File: src/rtl/multi_lane_acc_controller.sv
// Multi-lane accumulator controller.
// Splits each packed input word into NUM_LANES unsigned lanes and sums each
// lane over a commanded number of words. Accepted beats pass through a stage
// register first, so the last beat is added one cycle after its handshake.
// Each lane either saturates or wraps, and has a sticky overflow flag.
//
// state  | meaning
// IDLE   | waiting for start_i; ready_o=0, valid_o=0
// RUN    | accepting beats (ready_o=1) until the word count is reached
// DRAIN  | adding the last staged word; no beats accepted
// DONE   | result valid, held until result_ready_i
module multi_lane_acc_controller #(
    parameter int NUM_LANES = 4,
    parameter int IN_WIDTH  = 8,
    parameter int ACC_WIDTH = 16,
    parameter int CNT_WIDTH = 12
) (
    input  logic                           clk,
    input  logic                           rst_n,
    input  logic                           start_i,
    input  logic [CNT_WIDTH-1:0]           num_words_i,
    input  logic                           sat_en_i,
    input  logic [NUM_LANES*IN_WIDTH-1:0]  data_i,
    input  logic                           valid_i,
    output logic                           ready_o,
    output logic [NUM_LANES*ACC_WIDTH-1:0] result_o,
    output logic                           valid_o,
    input  logic                           result_ready_i,
    output logic [NUM_LANES-1:0]           ovf_o,
    output logic                           busy_o
);

    typedef enum logic [1:0] {
        S_IDLE,
        S_RUN,
        S_DRAIN,
        S_DONE
    } state_t;

    state_t                         state_q;
    logic [CNT_WIDTH-1:0]           cnt_q;
    logic [CNT_WIDTH-1:0]           cnt_nxt;
    logic [CNT_WIDTH-1:0]           num_words_q;
    logic                           sat_q;
    logic [NUM_LANES*IN_WIDTH-1:0]  stage_q;
    logic                           stage_vld_q;
    logic [NUM_LANES*ACC_WIDTH-1:0] acc_q;
    logic [NUM_LANES*ACC_WIDTH-1:0] acc_add;
    logic [NUM_LANES-1:0]           ovf_q;
    logic [NUM_LANES-1:0]           ovf_add;
    logic                           beat_hs;

    assign beat_hs  = valid_i & ready_o;
    assign cnt_nxt  = cnt_q + 1'b1;
    assign result_o = acc_q;
    assign ovf_o    = ovf_q;

    // Per-lane adder: one extra bit catches the carry; saturate or wrap on it.
    for (genvar k = 0; k < NUM_LANES; k++) begin : g_lane
        logic [ACC_WIDTH:0] sum;
        assign sum = {1'b0, acc_q[k*ACC_WIDTH +: ACC_WIDTH]}
                   + {{(ACC_WIDTH+1-IN_WIDTH){1'b0}}, stage_q[k*IN_WIDTH +: IN_WIDTH]};
        assign ovf_add[k] = sum[ACC_WIDTH];
        assign acc_add[k*ACC_WIDTH +: ACC_WIDTH] =
            (sum[ACC_WIDTH] && sat_q) ? {ACC_WIDTH{1'b1}} : sum[ACC_WIDTH-1:0];
    end

    // Sequencing FSM, beat staging and lane accumulation.
    always_ff @(posedge clk or negedge rst_n) begin
        if (!rst_n) begin
            state_q     <= S_IDLE;
            ready_o     <= 1'b0;
            valid_o     <= 1'b0;
            busy_o      <= 1'b0;
            cnt_q       <= '0;
            num_words_q <= '0;
            sat_q       <= 1'b0;
            stage_q     <= '0;
            stage_vld_q <= 1'b0;
            acc_q       <= '0;
            ovf_q       <= '0;
        end else begin
            // A staged word is added on the edge after its handshake.
            if (stage_vld_q) begin
                acc_q <= acc_add;
                ovf_q <= ovf_q | ovf_add;
            end
            stage_vld_q <= 1'b0;

            case (state_q)
                S_IDLE: begin
                    if (start_i) begin
                        acc_q       <= '0;
                        ovf_q       <= '0;
                        cnt_q       <= '0;
                        num_words_q <= num_words_i;
                        sat_q       <= sat_en_i;
                        busy_o      <= 1'b1;
                        if (num_words_i == '0) begin
                            state_q <= S_DONE;
                            valid_o <= 1'b1;
                        end else begin
                            state_q <= S_RUN;
                            ready_o <= 1'b1;
                        end
                    end
                end
                S_RUN: begin
                    if (beat_hs) begin
                        stage_q     <= data_i;
                        stage_vld_q <= 1'b1;
                        cnt_q       <= cnt_nxt;
                        if (cnt_nxt == num_words_q) begin
                            state_q <= S_DRAIN;
                            ready_o <= 1'b0;
                        end
                    end
                end
                S_DRAIN: begin
                    state_q <= S_DONE;
                    valid_o <= 1'b1;
                end
                S_DONE: begin
                    if (result_ready_i) begin
                        state_q <= S_IDLE;
                        valid_o <= 1'b0;
                        busy_o  <= 1'b0;
                    end
                end
                default: begin
                    state_q <= S_IDLE;
                    ready_o <= 1'b0;
                    valid_o <= 1'b0;
                    busy_o  <= 1'b0;
                end
            endcase
        end
    end

endmodule

File: config.mk
export PLATFORM = sky130hd
export DESIGN_NAME = multi_lane_acc_controller
export DESIGN_NICKNAME = d
export VERILOG_FILES = /design/src/rtl/multi_lane_acc_controller.sv
export SDC_FILE = /design/constraint.sdc
export NUM_CORES = 1
export LEC_CHECK = 0
export CORE_ASPECT_RATIO = 0.6
export CORE_UTILIZATION = 58
export DETAILED_ROUTE_END_ITERATION = 7
export PLACE_DENSITY_LB_ADDON = 0.08
export SYNTH_ARGS = -nofsm -noshare
export SYNTH_HDL_FRONTEND = slang
export SYNTH_SLANG_ARGS = --single-unit
File: constraint.sdc
create_clock -name clk -period 3.82 [get_ports clk]
set_input_delay 0.382 -clock clk [delete_from_list [all_inputs] [get_ports clk]]
set_output_delay 0.382 -clock clk [all_outputs]
set_load 0.01 [all_outputs]
# == Word-level counts from Yosys, hierarchy flattened ==
# Index checks and enable logic that the tools add are counted.
# classes
add_sub_neg,5
eq_ne,10
mux,32
bitwise,2
reduce_logical,16
# op_table
operator,count
two-way mux 64 bit,3
adder 16 x 8 -> 17 bit,4
two-way mux 16 bit,4
two-way mux 12 bit,2
case mux 12 bit (2 select lines),1
"adder 12 x 1 -> 12 bit, second input constant",1
== test 12 bit,1
zero test 12 bit,1
two-way mux 4 bit,3
"inequality test 2 bit, second input constant",6
two-way mux 1 bit,10
two-way mux 2 bit,5
case mux 2 bit (4 select lines),1
AND reduction 4 bit,2
AND reduction 3 bit,2
AND reduction 5 bit,1
"== test 2 bit, second input constant",2
logical AND 1 bit,4
bitwise OR 4 bit,1
case mux 1 bit (2 select lines),2
AND reduction 2 bit,2
nonzero test 2 bit,2
case mux 1 bit (3 select lines),1
nonzero test 3 bit,1
3 further kinds,3
# totals
ff_bits,131
output_inout_bits,71

# == Logic depth before layout (Yosys ltp) ==
# logic_depth
ltp_word,6
depth_mapped,9

# == Worst setup path after synthesis ==
# OpenSTA, ideal clock, no wires.
# synth_path
path_type,reg-to-reg
start,reg acc_q[32] (netlist: result_o[32])
end,reg acc_q[32] (netlist: result_o[32])
setup_time_ns,0.123
arrival_time_ns,2.376
slack_ns,1.321
path_stages_with_launch,9
path_buffers,0
path_cell_list,dfrtp_1 ha_1 fa_1 a21o_1 a21oi_1 o21ai_0 a211oi_1 o31ai_1 o221a_2
# synth_via
elab_chain_len,6
# synth_lines
element,line,text
start: declaration,47,logic [NUM_LANES*ACC_WIDTH-1:0] acc_q;
start signal: assignment,80,acc_q <= '0;
start signal: assignment,85,acc_q <= acc_add;
start signal: assignment,93,acc_q <= '0;
adder 16 x 8 -> 17 bit,62,"+ {{(ACC_WIDTH+1-IN_WIDTH){1'b0}}, stage_q[k*IN_WIDTH +: IN_WIDTH]};"
logical AND 1 bit,65,(sum[ACC_WIDTH] && sat_q) ? {ACC_WIDTH{1'b1}} : sum[ACC_WIDTH-1:0];
two-way mux 16 bit,65,
two-way mux 64 bit (*),84,if (stage_vld_q) begin
two-way mux 64 bit,92,if (start_i) begin
two-way mux 64 bit (*),90,case (state_q)
# Mark *: on every way between the ends. The rest lies on a longest branch, timed or not.
# A chain may end at the register's enable or synchronous reset.

# == Final worst setup path ==
# layout_path
start,reg acc_q[32] (netlist: result_o[32])
end,reg acc_q[36] (netlist: result_o[36])
# layout_via
elab_chain_len,6
# layout_lines
element,line
adder 16 x 8 -> 17 bit (*),62
logical AND 1 bit,65
two-way mux 16 bit (*),65
two-way mux 64 bit (*),84
two-way mux 64 bit,92
two-way mux 64 bit (*),90
# Marks and branches as above.

==> results.sh <==
export IMPL_grt_pass1_vias=6244
export IMPL_post_synth_cell_area_avg_um2=9.38
export IMPL_grt_antenna_before_repair=0
export IMPL_grt_usage=0.300
export IMPL_core_area_um2=12100
export IMPL_reg2reg_depth=8
export IMPL_nets=983
export IMPL_power_density_nw_per_um2=756
export IMPL_highest_layer="met4"
export IMPL_cp_slowest_cell="dfrtp_1"
export IMPL_syn_inst=776
export IMPL_met2WireLength_mm=8.43
export IMPL_postRouteAntennaNets=0
export IMPL_dpl_hpwl_mm=12.8
export IMPL_grt_max_degree=67
export IMPL_drt_initial_drc_count=436
export IMPL_hold_class="in -> async"
export IMPL_yosys_cell_types_count=53
export IMPL_diodes=0
export IMPL_cts_setup_buffers=0
export IMPL_start_util=0.600
export IMPL_cts_root_buf="clkbuf_16"
export IMPL_grt_setup_unrepaired="false"
export IMPL_max_freq_mhz=346
export IMPL_utilization=0.757
export IMPL_fp_dieH_um=88.8
export IMPL_ir_drop_mv=0.474
export IMPL_r2r_start="result_o[32]"
export IMPL_cts_hold_buf=0
export IMPL_gr_total_overflow=0
export IMPL_firstDrtPassIters=6
export IMPL_setup_violations_final=0
export IMPL_syn_num_nets=867
export IMPL_dr_wl_met3_mm=1.22
export IMPL_viasPerCell=5.94
export IMPL_reg2reg_setup_slack_ns=0.93
export IMPL_min_period_ns=2.89
export IMPL_synth_edf_count=0
export IMPL_syn_area_um2=7280
export IMPL_ctsResizeCount=0
export IMPL_grt_pass1_wl_mm=30.8
export IMPL_relSlewSlack=0.214
export IMPL_run_status="complete, no violations"
export IMPL_crit_chain="ha_1 -> fa_1 -> a21o_1 -> a21oi_1 -> o21ai_0 -> a211oi_1 -> o31ai_1 -> o221a_2"
export IMPL_clkTransAtPathRegs_ns=0.06
export IMPL_synth_seq_cells=131
export IMPL_areaGrowthSynthToFinish_pct=26.3
export IMPL_p_leak_uw=0.00424
export IMPL_critPathBufInv=0
export IMPL_wl_met1_mm=8.83
export IMPL_r2r_end="result_o[36]"
export IMPL_min_period_over_period=0.757
export IMPL_tritoncts="built"
export IMPL_critPathKind="reg -> reg"
export IMPL_cts_made_buffers=17
export IMPL_drive_above_1_share=0.0829
export IMPL_cp_depth=8
export IMPL_cts_sinks=131
export IMPL_gp_congestion=0.874
export IMPL_dr_total_vias=6354
export IMPL_drc=0
export IMPL_hold_viol_final=0
export IMPL_dieArea_um2=13000
export IMPL_htreeDepth=4
export IMPL_fin_skew_ns=0.0106
export IMPL_critical_path_required_ns=4.12
export IMPL_start_kind="flop"
export IMPL_yosys_warnings=0
export IMPL_worst_path_max_fanout=8
export IMPL_cp_end_kind="flop"
export IMPL_clkLatencyLatePin_ns=0.41
export IMPL_die_w_um=147
export IMPL_rows=31
export IMPL_wl_per_cell_um=17.5
export IMPL_ys_flop_type="dfrtp_1"
export IMPL_maxCapViolations=0
export IMPL_clock_path_buffers=2
export IMPL_io_buffers=120
export IMPL_crit_family="compound AO/OA/AOI/OAI gates"
export IMPL_yosysSeqAreaShare=0.450
export IMPL_fin_tns_setup_ns=0
export IMPL_cp_arrival_ns=3.19
export IMPL_num_io_pins=121
export IMPL_report_final_slew_viol_count=0
export IMPL_wirelength_mm=18.7
export IMPL_synthArstFlopShare=1.00
export IMPL_slowest_delay_ns=0.41
export IMPL_tightestPinTransition_ns=1.17
## registers in the layout, summed over array words and instances (netlist names)
signal / count
sat_q: 1
stage_q: 32
result_o: 64
ready_o: 1
valid_o: 1
ovf_o: 4
state_q: 2
num_words_q: 12
cnt_q: 12
busy_o: 1
stage_vld_q: 1
## cell families after synthesis
kind of cell             share of synthesized area
multiplexers                                0.0153
flip-flops                                   0.450
AO/OA/AOI/OAI                                0.188
adder cells (fa/ha/maj)                     0.0746
AND/OR/NAND/NOR                              0.191
XOR/XNOR                                    0.0553
buffers and inverters                       0.0251
## worst reg2reg max path: cells and delay by family (launching register included)
| kind | cells | cell delay (ns) |
|---|---|---|
| adders and majority gates | 2 | 0.65 |
| DFF | 1 | 0.41 |
| AOI/OAI and AO/OA | 6 | 1.72 |
## placed cells by master, fill, tap and decap left out, drive strengths merged, types with 6 or more instances in the layout
master / n
a31oi: 14
xor2: 17
nand2: 171
buf: 10
clkbuf: 22
inv: 13
o31ai: 8
xnor2: 29
ha: 37
nor3: 18
a211oi: 11
o21ai: 41
and2: 6
clkdlybuf4s50: 119
nand4: 6
o221a: 27
nand2b: 11
a21oi: 42
nand3: 20
nor2: 38
o21a: 8
mux2i: 10
and3: 14
nor2b: 9
a21o: 12
dfrtp: 131
## stage by stage
stage	hold slack, ns	setup WS, ns	cells	power (uW)	instance area, um2
CTS	0.105	0.974	1070	6930	9190
global placement	0.467	1.11	1038	5160	8620
detailed placement	0.469	1.01	1038	5300	8620
finish	0.0692	0.928	1070	6950	9190
floorplan	0.0864	1.32	776	4320	7280
global route	0.162	0.747	1070	7390	9190
## power by group
part,total [uW],internal (uW),switching [uW]
combinational,3130,1490,1640
clock,1590,990,604
sequential,2220,1820,403
## routing by layer
metal  track usage  vias up
li1              -     3011
met1         0.423     3079
met2         0.474      244
met3        0.0552       20
met4        0.0947        0
met5             0        -
## cell usage after synthesis (4+ instances only)
cell | n | area share
nand4_1 | 4 | 0.0034
ha_1 | 37 | 0.064
dfrtp_1 | 131 | 0.45
o21a_1 | 8 | 0.0082
nor3_1 | 18 | 0.012
a21oi_1 | 42 | 0.029
nor4_1 | 4 | 0.0034
and2_1 | 6 | 0.0052
xnor2_1 | 29 | 0.035
xor2_1 | 17 | 0.020
nand2_1 | 171 | 0.088
o221a_2 | 27 | 0.042
and3_1 | 14 | 0.012
a311oi_1 | 5 | 0.0060
mux2i_1 | 10 | 0.014
fa_1 | 4 | 0.011
a31oi_1 | 14 | 0.012
o211ai_1 | 4 | 0.0041
a211oi_1 | 11 | 0.011
nand2b_1 | 11 | 0.0095
nor2b_1 | 9 | 0.0077
nand3_1 | 20 | 0.014
o31ai_1 | 7 | 0.0072
clkbuf_1 | 26 | 0.013
a21o_1 | 12 | 0.012
nor2_1 | 38 | 0.020
o21ai_0 | 40 | 0.027
inv_1 | 13 | 0.0067
## layout make-up
cell class	instances	area, um2
Clock buffer	22	464
Multi-Input combinational cell	600	3820
Sequential cell	131	3280
Inverter	13	48.8
Timing Repair Buffer	129	1270
Tap cell	165	206
Fill cell	836	2950
Clock inverter	10	108
## worst max-delay path by stage
stage / startpoint / endpoint / slack, ns
3_5_place_dp: result_o[32] / result_o[36] / 1.01
6_report: result_o[32] / result_o[36] / 0.93
4_1_cts: result_o[32] / result_o[36] / 0.97
2_1_floorplan: result_o[32] / result_o[32] / 1.32
3_3_place_gp: result_o[32] / result_o[32] / 1.11
5_1_grt: result_o[32] / result_o[44] / 0.75
No activity file was read; power rests on OpenSTA's default activity.
